File: config.mk
export PLATFORM = sky130hd
export DESIGN_NAME = hls_saturation_enh_udiv_seq_flat
export DESIGN_NICKNAME = d
export VERILOG_FILES = /design/src/rtl/hls_saturation_enh_pkg.sv /design/src/rtl/hls_saturation_enh_udiv_seq_if.sv /design/src/rtl/hls_saturation_enh_udiv_step.sv /design/src/rtl/hls_saturation_enh_udiv_seq.sv /design/src/flat_wrapper.sv
export SDC_FILE = /design/constraint.sdc
export NUM_CORES = 1
export LEC_CHECK = 0
export ABC_AREA = 0
export BUFFER_PORTS_ARGS = -buffer_cell sky130_fd_sc_hd__buf_4
export CAP_MARGIN = 40
export CORE_UTILIZATION = 52
export DETAILED_ROUTE_END_ITERATION = 12
export PLACE_DENSITY_LB_ADDON = 0.3
export SKIP_LAST_GASP = 1
export SLEW_MARGIN = 5
export SYNTH_ARGS = -nofsm -noshare
export SYNTH_HDL_FRONTEND = slang
export SYNTH_SLANG_ARGS = --single-unit
export TNS_END_PERCENT = 10
File: constraint.sdc
create_clock -name ap_clk -period 2.2 [get_ports ap_clk]
set_clock_uncertainty 0.2 [all_clocks]
set_input_delay 0.33 -clock ap_clk [delete_from_list [all_inputs] [get_ports ap_clk]]
set_output_delay 0.33 -clock ap_clk [all_outputs]
set_load 0.005 [all_outputs]
File: src/rtl/hls_saturation_enh_pkg.sv
// Shared types and default widths for the saturation-enhance unsigned divider.
package hls_saturation_enh_pkg;

    localparam int DIVIDEND_W_DEF = 27;
    localparam int DIVISOR_W_DEF  = 8;
    localparam int QUOTIENT_W_DEF = 19;
    localparam int CNT_W          = $clog2(DIVIDEND_W_DEF + 1);

    typedef enum logic [1:0] {
        IDLE,
        CALC,
        DZ,
        DONE
    } udiv_state_t;

endpackage

File: src/rtl/hls_saturation_enh_udiv_seq_if.sv
// Operand/result handshake bundle for the sequential divider.
interface hls_saturation_enh_udiv_seq_if
    import hls_saturation_enh_pkg::*;
#(
    parameter int DIVIDEND_W = DIVIDEND_W_DEF,
    parameter int DIVISOR_W  = DIVISOR_W_DEF,
    parameter int QUOTIENT_W = QUOTIENT_W_DEF
) ();
    logic                  in_valid;
    logic                  in_ready;
    logic [DIVIDEND_W-1:0] dividend;
    logic [DIVISOR_W-1:0]  divisor;
    logic                  out_valid;
    logic                  out_ready;
    logic [QUOTIENT_W-1:0] quotient;
    logic [DIVISOR_W-1:0]  remainder;
    logic                  overflow;
    logic                  div_zero;

    modport master (
        output in_valid, dividend, divisor, out_ready,
        input  in_ready, out_valid, quotient, remainder, overflow, div_zero
    );

    modport slave (
        input  in_valid, dividend, divisor, out_ready,
        output in_ready, out_valid, quotient, remainder, overflow, div_zero
    );
endinterface

File: src/rtl/hls_saturation_enh_udiv_step.sv
// One restoring-division step: shift in a dividend bit, trial-subtract, restore on borrow.
module hls_saturation_enh_udiv_step #(
    parameter int DIVISOR_W = 8
) (
    input  logic [DIVISOR_W:0]   rem_in,
    input  logic                 bit_in,
    input  logic [DIVISOR_W-1:0] divisor,
    output logic [DIVISOR_W:0]   rem_out,
    output logic                 q_bit
);
    logic [DIVISOR_W+1:0] shifted;
    logic [DIVISOR_W:0]   diff;

    assign shifted = {rem_in, bit_in};
    assign q_bit   = shifted >= {2'b00, divisor};
    // only taken when shifted >= divisor, so the narrower subtract cannot wrap
    assign diff    = shifted[DIVISOR_W:0] - {1'b0, divisor};
    assign rem_out = q_bit ? diff : shifted[DIVISOR_W:0];
endmodule

File: src/rtl/hls_saturation_enh_udiv_seq.sv
// Radix-2 restoring unsigned divider, one quotient bit per clock, saturating quotient.
// Optional round-half-up quotient under `define HLS_SAT_UDIV_ROUND_EN (adds one cycle).
module hls_saturation_enh_udiv_seq
    import hls_saturation_enh_pkg::*;
#(
    parameter int DIVIDEND_W = DIVIDEND_W_DEF,
    parameter int DIVISOR_W  = DIVISOR_W_DEF,
    parameter int QUOTIENT_W = QUOTIENT_W_DEF
) (
    input  logic                          ap_clk,
    input  logic                          ap_rst_n,
    hls_saturation_enh_udiv_seq_if.slave  bus
);
    localparam int CW = $clog2(DIVIDEND_W + 1);
`ifdef HLS_SAT_UDIV_ROUND_EN
    localparam logic [CW-1:0] LAST = CW'(DIVIDEND_W);
`else
    localparam logic [CW-1:0] LAST = CW'(DIVIDEND_W - 1);
`endif

    udiv_state_t state, nxt;

    logic [DIVIDEND_W-1:0] dvd, quo, quo_nx;
    logic [DIVISOR_W-1:0]  dvs;
    logic [DIVISOR_W:0]    rem, rem_nx;
    logic [CW-1:0]         cnt;
    logic                  q_bit;

    logic [DIVIDEND_W:0]   fin;
    logic [DIVISOR_W-1:0]  fin_rem;
    logic                  fin_ovf;
    logic [QUOTIENT_W-1:0] fin_q;

    logic [QUOTIENT_W-1:0] q_o;
    logic [DIVISOR_W-1:0]  r_o;
    logic                  ovf_o, dz_o;

    hls_saturation_enh_udiv_step #(.DIVISOR_W(DIVISOR_W)) u_step (
        .rem_in  (rem),
        .bit_in  (dvd[DIVIDEND_W-1]),
        .divisor (dvs),
        .rem_out (rem_nx),
        .q_bit   (q_bit)
    );

    assign quo_nx = {quo[DIVIDEND_W-2:0], q_bit};

    always_comb begin
`ifdef HLS_SAT_UDIV_ROUND_EN
        // extra cycle: quo/rem already hold the truncated result
        fin     = {1'b0, quo} + {{DIVIDEND_W{1'b0}}, ({rem, 1'b0} >= {2'b00, dvs})};
        fin_rem = rem[DIVISOR_W-1:0];
`else
        fin     = {1'b0, quo_nx};
        fin_rem = rem_nx[DIVISOR_W-1:0];
`endif
        fin_ovf = |fin[DIVIDEND_W:QUOTIENT_W];
        fin_q   = fin_ovf ? {QUOTIENT_W{1'b1}} : fin[QUOTIENT_W-1:0];
    end

    always_ff @(posedge ap_clk or negedge ap_rst_n) begin
        if (!ap_rst_n) state <= IDLE;
        else           state <= nxt;
    end

    always_comb begin
        nxt = state;
        case (state)
            IDLE: if (bus.in_valid) nxt = (bus.divisor == '0) ? DZ : CALC;
            CALC: if (cnt == LAST) nxt = DONE;
            DZ:   nxt = DONE;
            DONE: if (bus.out_ready) nxt = IDLE;
            default: nxt = IDLE;
        endcase
    end

    always_ff @(posedge ap_clk or negedge ap_rst_n) begin
        if (!ap_rst_n) begin
            dvd   <= '0;
            dvs   <= '0;
            quo   <= '0;
            rem   <= '0;
            cnt   <= '0;
            q_o   <= '0;
            r_o   <= '0;
            ovf_o <= 1'b0;
            dz_o  <= 1'b0;
        end else begin
            case (state)
                IDLE: if (bus.in_valid) begin
                    dvd <= bus.dividend;
                    dvs <= bus.divisor;
                    quo <= '0;
                    rem <= '0;
                    cnt <= '0;
                end
                CALC: begin
                    if (cnt < CW'(DIVIDEND_W)) begin
                        dvd <= dvd << 1;
                        quo <= quo_nx;
                        rem <= rem_nx;
                    end
                    cnt <= cnt + 1'b1;
                    if (cnt == LAST) begin
                        q_o   <= fin_q;
                        r_o   <= fin_rem;
                        ovf_o <= fin_ovf;
                        dz_o  <= 1'b0;
                    end
                end
                DZ: begin
                    q_o   <= '1;
                    r_o   <= '0;
                    ovf_o <= 1'b0;
                    dz_o  <= 1'b1;
                end
                default: ;
            endcase
        end
    end

    assign bus.in_ready  = (state == IDLE);
    assign bus.out_valid = (state == DONE);
    assign bus.quotient  = q_o;
    assign bus.remainder = r_o;
    assign bus.overflow  = ovf_o;
    assign bus.div_zero  = dz_o;
endmodule
File: src/flat_wrapper.sv
// flat-port wrapper written by rule: the top's interface ports become plain ports
module hls_saturation_enh_udiv_seq_flat import hls_saturation_enh_pkg::*;
#(
    parameter int DIVIDEND_W = DIVIDEND_W_DEF,
    parameter int DIVISOR_W  = DIVISOR_W_DEF,
    parameter int QUOTIENT_W = QUOTIENT_W_DEF
)
  (ap_clk, ap_rst_n, bus_in_valid, bus_dividend, bus_divisor, bus_out_ready, bus_in_ready, bus_out_valid, bus_quotient, bus_remainder, bus_overflow, bus_div_zero);
  hls_saturation_enh_udiv_seq_if #(.DIVIDEND_W(DIVIDEND_W), .DIVISOR_W(DIVISOR_W), .QUOTIENT_W(QUOTIENT_W)) bus_i ();
  input  logic ap_clk;
  input  logic ap_rst_n;
  input wire logic [$bits(bus_i.in_valid)-1:0] bus_in_valid;
  input wire logic [$bits(bus_i.dividend)-1:0] bus_dividend;
  input wire logic [$bits(bus_i.divisor)-1:0] bus_divisor;
  input wire logic [$bits(bus_i.out_ready)-1:0] bus_out_ready;
  output wire logic [$bits(bus_i.in_ready)-1:0] bus_in_ready;
  output wire logic [$bits(bus_i.out_valid)-1:0] bus_out_valid;
  output wire logic [$bits(bus_i.quotient)-1:0] bus_quotient;
  output wire logic [$bits(bus_i.remainder)-1:0] bus_remainder;
  output wire logic [$bits(bus_i.overflow)-1:0] bus_overflow;
  output wire logic [$bits(bus_i.div_zero)-1:0] bus_div_zero;
  assign bus_i.in_valid = bus_in_valid;
  assign bus_i.dividend = bus_dividend;
  assign bus_i.divisor = bus_divisor;
  assign bus_i.out_ready = bus_out_ready;
  assign bus_in_ready = bus_i.in_ready;
  assign bus_out_valid = bus_i.out_valid;
  assign bus_quotient = bus_i.quotient;
  assign bus_remainder = bus_i.remainder;
  assign bus_overflow = bus_i.overflow;
  assign bus_div_zero = bus_i.div_zero;
  hls_saturation_enh_udiv_seq #(.DIVIDEND_W(DIVIDEND_W), .DIVISOR_W(DIVISOR_W), .QUOTIENT_W(QUOTIENT_W)) u_core (.ap_clk(ap_clk), .ap_rst_n(ap_rst_n), .bus(bus_i));
endmodule
After elaboration in Yosys (flattened, before gate mapping)
Cells that the tools add are included.
{"block": "totals", "ff_bits": 106, "input_bits": 39, "out_inout_bits": 31, "elab_cells": 58}
{"block": "op_classes", "addsub": 2, "n_lt_le_gt_ge": 2, "eq_ne": 8, "mux": 26, "reduce_logical": 10}
{"cell": "27-bit 2-to-1 mux", "count": 2}
{"cell": "27-bit one-hot mux with 2 select lines", "count": 1}
{"cell": "26-bit 2-to-1 mux", "count": 2}
{"cell": "26-bit one-hot mux with 2 select lines", "count": 1}
{"cell": "19-bit 2-to-1 mux", "count": 2}
{"cell": "19-bit one-hot mux with 2 select lines", "count": 1}
{"cell": "9-bit 2-to-1 mux", "count": 3}
{"cell": "9-bit one-hot mux with 2 select lines", "count": 1}
{"cell": "8-bit one-hot mux with 2 select lines", "count": 1}
{"cell": "10-bit by 8-bit >= comparator with 1-bit output", "count": 1}
{"cell": "5-bit one-hot mux with 2 select lines", "count": 1}
{"cell": "9-bit by 8-bit subtractor with 9-bit output", "count": 1}
{"cell": "8-bit zero test", "count": 1}
{"cell": "2-bit 2-to-1 mux", "count": 4}
{"cell": "8-bit 2-to-1 mux", "count": 1}
{"cell": "2-bit one-hot mux with 4 select lines", "count": 1}
{"cell": "8-bit OR reduction", "count": 1}
{"cell": "2-bit AND reduction", "count": 3}
{"cell": "3-bit AND reduction", "count": 2}
{"cell": "5-bit by 1-bit adder with 5-bit output, second input constant", "count": 1}
{"cell": "5-bit == test, second input constant", "count": 1}
{"cell": "5-bit less-than comparator, second input constant", "count": 1}
{"cell": "5-bit 2-to-1 mux", "count": 1}
{"cell": "2-bit == test, second input constant", "count": 2}
{"cell": "other kinds (7)", "count": 12}

Longest topological paths before layout
Gate-level depths: netlist of the first run.
{"block": "logic_depth", "ltp_word": 4, "ltp_mapped": 10, "depth_no_buf": 9}

By module
Synthesis of the first run repeated with hierarchy kept, for this count alone.
{"block": "unflattened", "hier_cells": 484, "area_unflattened_um2": 5455.2}
{"mod": "hls_saturation_enh_udiv_seq", "instances": 1, "cells_per_inst": 409, "area_each_um2": 4932.2, "seq_area_each_um2": 2652.5}
{"mod": "hls_saturation_enh_udiv_step", "instances": 1, "cells_per_inst": 75, "area_each_um2": 523.0, "seq_area_each_um2": 0.0}

Worst setup path after synthesis of the first run
Ideal clock, no wire load.
{"block": "synth_path", "path_type": "reg2reg", "startpoint": "reg u_core.rem[4]", "endpoint": "reg u_core.rem[0]", "setup_ps": 66, "arrival_ps": 1892, "t_required_ps": 1934, "setup_slack_ps": 42, "path_stages_with_launch": 8, "path_buffers": 1, "synth_period_minus_slack_ps": 2158, "cell_sequence": "dfrtp_1 > ha_1 > a211o_1 > a21oi_1 > and3_1 > buf_6 > mux2i_1 > a22o_1"}
{"block": "synth_between", "elab_chain_cells": 4}
{"item": "from (decl)", "line": "hls_saturation_enh_udiv_seq.sv:25", "rtl": "logic [DIVISOR_W:0] rem, rem_nx;"}
{"item": "from (signal assigned)", "line": "hls_saturation_enh_udiv_seq.sv:101", "rtl": "rem <= rem_nx;"}
{"item": "10-bit by 8-bit >= comparator with 1-bit output", "line": "hls_saturation_enh_udiv_step.sv:15", "rtl": "assign q_bit = shifted >= {2'b00, divisor};"}
{"item": "9-bit 2-to-1 mux", "line": "hls_saturation_enh_udiv_step.sv:18", "rtl": "assign rem_out = q_bit ? diff : shifted[DIVISOR_W:0];"}
{"item": "9-bit 2-to-1 mux", "line": "hls_saturation_enh_udiv_seq.sv:98", "rtl": "if (cnt < CW'(DIVIDEND_W)) begin"}
{"item": "9-bit one-hot mux with 2 select lines", "line": "hls_saturation_enh_udiv_seq.sv:89", "rtl": "case (state)"}
No other way between the ends. The select of a mux whose other input is x is not followed.
A chain may end at the register's enable or synchronous reset.

Worst setup path in the final report of the first run
{"block": "layout_path", "startpoint": "reg u_core.dvs[4]", "endpoint": "reg u_core.rem[7]"}
{"block": "layout_between", "elab_chain_cells": 4, "word_cells_on_any_way": 5, "cone_classes": "1 x add/sub; 1 x order compare; 3 x mux"}
{"item": "from (decl)", "line": "hls_saturation_enh_udiv_seq.sv:24", "rtl": "logic [DIVISOR_W-1:0] dvs;"}
{"item": "from (signal assigned)", "line": "hls_saturation_enh_udiv_seq.sv:92", "rtl": "dvs <= bus.divisor;"}
{"item": "9-bit by 8-bit subtractor with 9-bit output or 10-bit by 8-bit >= comparator with 1-bit output (tied branches)", "line": "hls_saturation_enh_udiv_step.sv:17, hls_saturation_enh_udiv_step.sv:15"}
{"item": "9-bit 2-to-1 mux (*)", "line": "hls_saturation_enh_udiv_step.sv:18"}
{"item": "9-bit 2-to-1 mux (*)", "line": "hls_saturation_enh_udiv_seq.sv:98"}
{"item": "9-bit one-hot mux with 2 select lines (*)", "line": "hls_saturation_enh_udiv_seq.sv:89"}
Every way passes the cells marked *; elsewhere a longest branch is shown, timed or not. The select of a mux whose other input is x is not followed.

==> qor.yml, run 1 <==
routing:
  wl_met3_um: 670
  via_per_inst: 5.436
  drt_iter0_markers: 185
  drt_pre_antenna_iters: 5
  top_layer: "met4"
  antenna_left: 0
  routed-wl-met2_mm: 5.360
  vias: 3990
  post-route-drc-count: 0
  wl_met1_mm: 4.898
  wire_per_inst_um: 15.09
  wl_mm: 11.08
synth:
  yosysTopAreaCellShare: 0.5253
  yosys.area_share.simple: 0.1410
  synthTopCellsByArea: "dfrtp_1, nand2_1, o21ai_0"
  yosysUniqueCellTypes: 52
  ys_ff_latch: 106
  synthMuxAreaShare: 0.08325
  syn_inst: 501
  synth_top_family_by_area: "compound AO/OA/AOI/OAI gates"
  yosysTopAreaCell: "dfrtp_1"
  synth_fa_ha_area_frac: 0.03865
  synthesis.area_um2: 5050
  yosysWarnings: 0
  ys.flop_type: "dfrtp_1"
  synthesis.nets: 555
  synth_async_sr_flop_share: 1.000
  synth-seq-area-share: 0.5253
  synth_compound_area_frac: 0.1670
  synthXorXnorAreaFrac: 0.005203
  synth_edf_count: 0
  avgSynthCellArea_um2: 10.08
sta:
  maxSlewViolCount: 0
  setup_tns_ns: -0.02622
  report.final.hold_viol_count: 0
  worst_pin_slew_ns: 0.5604
  min_period_over_period: 1.005
  fin_crit_ns: 2.211
  setup_viol: 3
  setup_ws_ns: -0.01090
  relSlewSlack: 0.6230
  hold_ws_ns: 0.01575
  rsz0062_at_grt: "yes"
  clock.fmax_ghz: 0.4523
final_layout:
  synthToLayoutAreaGrowth_pct: 26.64
  nets: 654
  layout-drive-gt1-share: 0.2810
  fillers: 699
  instances_no_fill: 734
  antennaDiodeCount: 0
  fin_util: 0.6856
critical_path:
  cp_max_fo: 5
  cp.arrival_ns: 2.27
  worstSetupPathType: "flip-flop to flip-flop"
  required_ns: 2.26
  end_kind: "flip-flop"
  cp-start-kind: "flip-flop"
global_routing:
  grt.overflow.total: 0
  grt_max_degree: 73
  grt_pass1_wl_mm: 17.78
  grt_pass1_vias: 3827
  antenna_found_initial: 0
  track_usage: 0.2242
clock_tree:
  cts.sinks: 106
  clk_pin_slew_ns: 0.12
  clockRootBuffer: "clkbuf_8"
  clock_latency_ns: 0.38
  cts_tree: "yes"
  ctsLongestPathBuffers: 2
  htree_levels: 3
  numCtsBuffers: 9
floorplan:
  num_rows: 35
  io_pins: 70
  die_x_um: 100.5
  fp.dieArea_um2: 10110
  die_y_um: 100.5
  core_um2: 9328
  initial_core_util: 0.5414
place:
  port-buffer-count: 69
  dpl.hpwl_mm: 7.259
  place_congestion: 0.9012
  placedCellCount: 701
run_status:
  outcome: "complete, but fails checks"
  violations: "setup timing"
pwr:
  p_total_uw: 8632
  leakage_uw: 0.002799
  vdd_drop_max_mv: 0.7040
  p_per_area_nw_per_um2: 1350
hold_path:
  holdCritPathClass: "input port to flip-flop"
job:
  drv_cap: 0
## path summary, 6_finish.rpt
| kind | slack [ns] | cells after the start | start | to |
|---|---|---|---|---|
| max in group asynchronous | 0.95 | 3 | ap_rst_n | u_core.dvd[19] |
| min | 0.02 | 2 | bus_divisor[0] | u_core.dvs[0] |
| max | -0.01 | 8 | u_core.dvs[4] | u_core.rem[7] |
| max reg2reg | -0.01 | 8 | u_core.dvs[4] | u_core.rem[7] |
| min reg2reg | 0.29 | 2 | u_core.dvd[23] | u_core.dvd[23] |
| min in group asynchronous | 0.22 | 2 | ap_rst_n | u_core.rem[3] |
## cells by family (layout without fill, tap and decap cells)
| kind of cell | after synthesis | after routing |
|---|---|---|
| multiplexers | 41 | 41 |
| XOR/XNOR | 3 | 3 |
| buffers and inverters | 43 | 147 |
| adder cells (fa/ha/maj) | 15 | 15 |
| AO/OA/AOI/OAI | 134 | 134 |
| AND/OR/NAND/NOR | 159 | 159 |
| flip-flops | 106 | 106 |
## cell usage after synthesis (4+ instances only)
cell / n
dfrtp_1: 106
nand2_1: 106
o21ai_0: 77
mux2i_1: 33
o22a_1: 19
inv_1: 16
clkbuf_1: 14
ha_1: 14
nor2_1: 14
a21oi_1: 13
buf_2: 8
mux2_2: 8
nand3_1: 8
a32oi_1: 4
nand2b_1: 4
nand4_1: 4
## repair_timing
item	CTS	global route
hold buffers	9	0
resized for setup	8	33
setup endpoints to repair	17	58
setup buffers	0	8
endpoints found under the hold margin	37	0
pin swaps	0	11
## through the flow
step                worst slack [ns]  area (µm²)
floorplan                    0.04203        5050
global placement            -0.04775        5838
detailed placement           -0.1258        5853
CTS                         -0.02957        6185
global route                 -0.1258        6395
finish                      -0.01090        6395
## state kept, by name, summed over array words and instances, names as in the netlist
name / flops
u_core.bus.div_zero: 1
u_core.bus.overflow: 1
u_core.bus.quotient: 19
u_core.bus.remainder: 8
u_core.cnt: 5
u_core.dvd: 27
u_core.dvs: 8
u_core.quo: 26
u_core.rem: 9
u_core.state: 2
## power breakdown
group          switching (µW)  internal, µW  total, µW
registers                 350          2400       2750
logic                    2510          2100       4600
clock network             804           471       1280
total                    3660          4970       8630
## critical path: stages, from the launching register on
cell and delay [ns]:
dfrtp_1 0.37, inv_1 0.09, ha_4 0.29, and4_4 0.23, a21bo_4 0.25, and3_4 0.22, buf_4 0.16, a32oi_1 0.18
o21ai_0 0.11
## cell usage in the layout (no fill, tap or decap), drive strengths merged, types with 2 or more instances in the layout
| master | Yosys | routed |
|---|---|---|
| clkbuf | 15 | 9 |
| nor3 | 3 | 3 |
| nand2 | 106 | 106 |
| mux2i | 33 | 33 |
| o221ai | 2 | 2 |
| nor2 | 15 | 15 |
| and4 | 2 | 2 |
| nor2b | 3 | 3 |
| dfrtp | 106 | 106 |
| mux2 | 8 | 8 |
| nand4 | 4 | 4 |
| xor2 | 3 | 3 |
| nor4 | 3 | 3 |
| ha | 14 | 14 |
| dlygate4sd3 | 0 | 9 |
| nand3 | 10 | 10 |
| clkinv | 1 | 3 |
| o22a | 19 | 19 |
| a32oi | 4 | 4 |
| a211oi | 2 | 2 |
| o21ai | 78 | 78 |
| buf | 11 | 105 |
| o31ai | 2 | 2 |
| and3 | 3 | 3 |
| a21oi | 13 | 13 |
| inv | 16 | 21 |
| a211o | 3 | 3 |
| nand2b | 4 | 4 |
| a22o | 3 | 3 |
## layout make-up
cell class,instances,area [µm²],share of cell area
Clock inverter,7,88.84,0.01389
Inverter,17,63.81,0.009978
Multi-Input combinational cell,352,2376,0.3716
Sequential cell,106,2654,0.4150
Clock buffer,9,123.9,0.01937
Tap cell,129,161.4,0.02524
Timing Repair Buffer,114,927.1,0.1450
## per-layer routing
layer,GRT usage,vias up
li1,-,1961
met1,0.2971,1895
met2,0.3720,120
met3,0.05132,14
met4,0.06243,0
met5,0,-
(Power assumes the default switching activity.)
==> inputs of run 2 (changes only) <==
--- a/config.mk
+++ b/config.mk
@@ -8,7 +8,7 @@
 export ABC_AREA = 0
 export BUFFER_PORTS_ARGS = -buffer_cell sky130_fd_sc_hd__buf_4
 export CAP_MARGIN = 40
-export CORE_UTILIZATION = 52
+export CORE_UTILIZATION = 57
 export DETAILED_ROUTE_END_ITERATION = 12
 export PLACE_DENSITY_LB_ADDON = 0.3
 export SKIP_LAST_GASP = 1
==> constraint.sdc (replaced) <==
create_clock -name ap_clk -period 2.3 [get_ports ap_clk]
set_clock_uncertainty 0.2 [all_clocks]
set_input_delay 0.345 -clock ap_clk [delete_from_list [all_inputs] [get_ports ap_clk]]
set_output_delay 0.345 -clock ap_clk [all_outputs]
set_load 0.005 [all_outputs]
==> qor.yml, run 2 (synthesized netlist as in run 1, its figures left out) <==
critical_path:
  crit_family: "simple AND/OR/NAND/NOR gates"
  critPathBufInv: 0  # -2
  required_ns: 2.35  # +0.09 ns
  cp_max_fo: 5  # unchanged
  slowest_stage: "dfrtp_1"
  cpPeakStageDelay_ns: 0.48  # +0.11 ns
  reg2regPathDepth: 6  # -2
  cp.arrival_ns: 2.36  # +0.09 ns
  path_depth: 6  # -2
  cp-start-kind: "flip-flop"
  crit_chain: "ha_1 > and4_2 > a211oi_2 > and3_4 > mux2i_4 > o21ai_0"
  worstSetupPathType: "flip-flop to flip-flop"
  end_kind: "flip-flop"
routing:
  post-route-drc-count: 0  # unchanged
  vias: 4002  # +0.30%
  wl_mm: 11.01  # -0.58%
  via_per_inst: 5.717  # +5.2%
  antenna_left: 0  # unchanged
  wire_per_inst_um: 15.73  # +4.3%
  drt_iter0_markers: 160  # -14%
  drt_pre_antenna_iters: 4  # -1
final_layout:
  layout-drive-gt1-share: 0.2555  # -0.02553
  antennaDiodeCount: 0  # unchanged
  regMostFlops: "u_core.dvd"
  synthToLayoutAreaGrowth_pct: 22.20
  final_cell_mix: "dfrtp_1, nand2_1, buf_4"
  postLayoutCellArea_um2: 6171  # -3.5%
  nets: 644  # -1.5%
  final_common_cell: "dfrtp_1"
  largest_reg_flops: 27  # unchanged
  fin_util: 0.7362  # +0.05065
global_routing:
  grt.overflow.total: 0  # unchanged
  grt_max_degree: 69  # -5.5%
  antenna_found_initial: 0  # unchanged
  grt_pass1_wl_mm: 17.86  # +0.43%
  track_usage: 0.2543  # +0.03005
  grt_pass1_vias: 3879  # +1.4%
sta:
  setup_ws_ns: -0.005080  # +0.005820 ns
  min_period_over_period: 1.002  # -0.002746
  worst_pin_slew_ns: 0.6783  # +0.1179 ns
  setup_viol: 1  # -2
  fin_crit_ns: 2.305  # +0.09418 ns
  report.final.hold_viol_count: 0  # unchanged
  rsz0062_at_grt: "yes"
  maxSlewViolCount: 0  # unchanged
  clock.fmax_ghz: 0.4338  # -4.1%
  relSlewSlack: 0.5436  # -0.07934
  setup_tns_ns: -0.005080  # +0.02114 ns
hold_path:
  hold_depth: 2  # unchanged
  holdCritPathClass: "input port to flip-flop"
clock_tree:
  clk_pin_slew_ns: 0.11  # about the same
  clock_latency_ns: 0.37  # about the same
  cts_tree: "yes"
  clockRootBuffer: "clkbuf_8"
  htree_levels: 3  # unchanged
  ctsLongestPathBuffers: 2  # unchanged
  numCtsBuffers: 9  # unchanged
  cts.sinks: 106  # unchanged
floorplan:
  die_y_um: 96.13  # -4.4%
  num_rows: 33  # -5.7%
  die_x_um: 96.13  # -4.4%
  initial_core_util: 0.6025  # +0.06110
  io_pins: 70  # unchanged
  fp.dieArea_um2: 9240  # -8.6%
  core_um2: 8382  # -10%
pwr:
  p_clk_frac: 0.147  # about the same
  p_sw_uw: 3311  # -9.6%
  seqPwrFrac: 0.333  # +0.014
  p_per_area_nw_per_um2: 1276  # -5.5%
  combinationalPowerShare: 0.521  # -0.012
  internal-power_uw: 4562  # -8.2%
  leakage_uw: 0.002754  # -1.6%
  p_total_uw: 7873  # -8.8%
  vdd_drop_max_mv: 0.7239  # +2.8%
  power.share.switching: 0.4206  # -0.003545
place:
  place_ws_ns: -0.01655  # +0.1092 ns
  place_congestion: 0.9021  # about the same
  place_area_um2: 5808  # -0.77%
  dpl.hpwl_mm: 7.645  # +5.3%
  port-buffer-count: 69  # unchanged
run_status:
  outcome: "complete, but fails checks"
  violations: "setup timing"
job:
  drv_cap: 0  # unchanged
-- run 2: changes by cell type in the layout (fill, tap and decap cells not counted), sizes merged --
cell,delta
buf,-4
clkinv,+3
dlygate4sd3,-6
inv,-3
-- run 2: layout make-up --
class,count,area [µm²]
clock buffer,9,123.9
clock inverter,7,83.83
fill,616,2211
inverter,17,63.81
multi-input combinational,352,2290
sequential,106,2653
tap,105,131.4
timing repair buffer,104,825.8
-- run 2: worst paths after layout --
path / from / slack, ns / end
max in group asynchronous: ap_rst_n / 1.05 / u_core.cnt[0]
worst min register to register: u_core.dvd[23] / 0.29 / u_core.dvd[23]
worst min-delay path: bus_divisor[6] / 0.007 / u_core.dvs[6]
worst max register to register: u_core.rem[0] / -0.005 / u_core.rem[1]
worst max-delay path: u_core.rem[0] / -0.005 / u_core.rem[1]
min in group asynchronous: ap_rst_n / 0.20 / u_core.rem[3]
-- run 2: power by group through the flow --
stage	clock [µW]	combinational (µW)	sequential, µW
3_3_place_gp	0	3560	2610
2_1_floorplan	0	2680	2530
4_1_cts	1180	3800	2600
5_1_grt	1240	4560	2660
3_5_place_dp	0	3680	2630
6_report	1150	4100	2620
-- run 2: per-stage QoR --
step | std cells | hold WS [ns]
floorplan | 501 | -0.1506
global placement | 676 | 0.05002
detailed placement | 676 | 0.05175
CTS | 697 | 0.001779
global route | 700 | 0.003604
finish | 700 | 0.006883
-- run 2: layer usage --
metal | vias to the layer above | part of all wire | routed length, µm | global-route usage
met5 | - | 0 | 0 | 0
met4 | 0 | 0.011 | 116 | 0.08209
met3 | 11 | 0.049 | 540 | 0.03397
met2 | 103 | 0.47 | 5174 | 0.4060
met1 | 1950 | 0.47 | 5179 | 0.3600
li1 | 1938 | - | - | -
-- run 2: what timing repair did --
action                                 CTS  global route
endpoints found under the hold margin   21             0
setup endpoints to repair                7            35
setup buffers                            2             3
resized for setup                        3            14
hold buffers                             3             0
pin swaps                                1             2
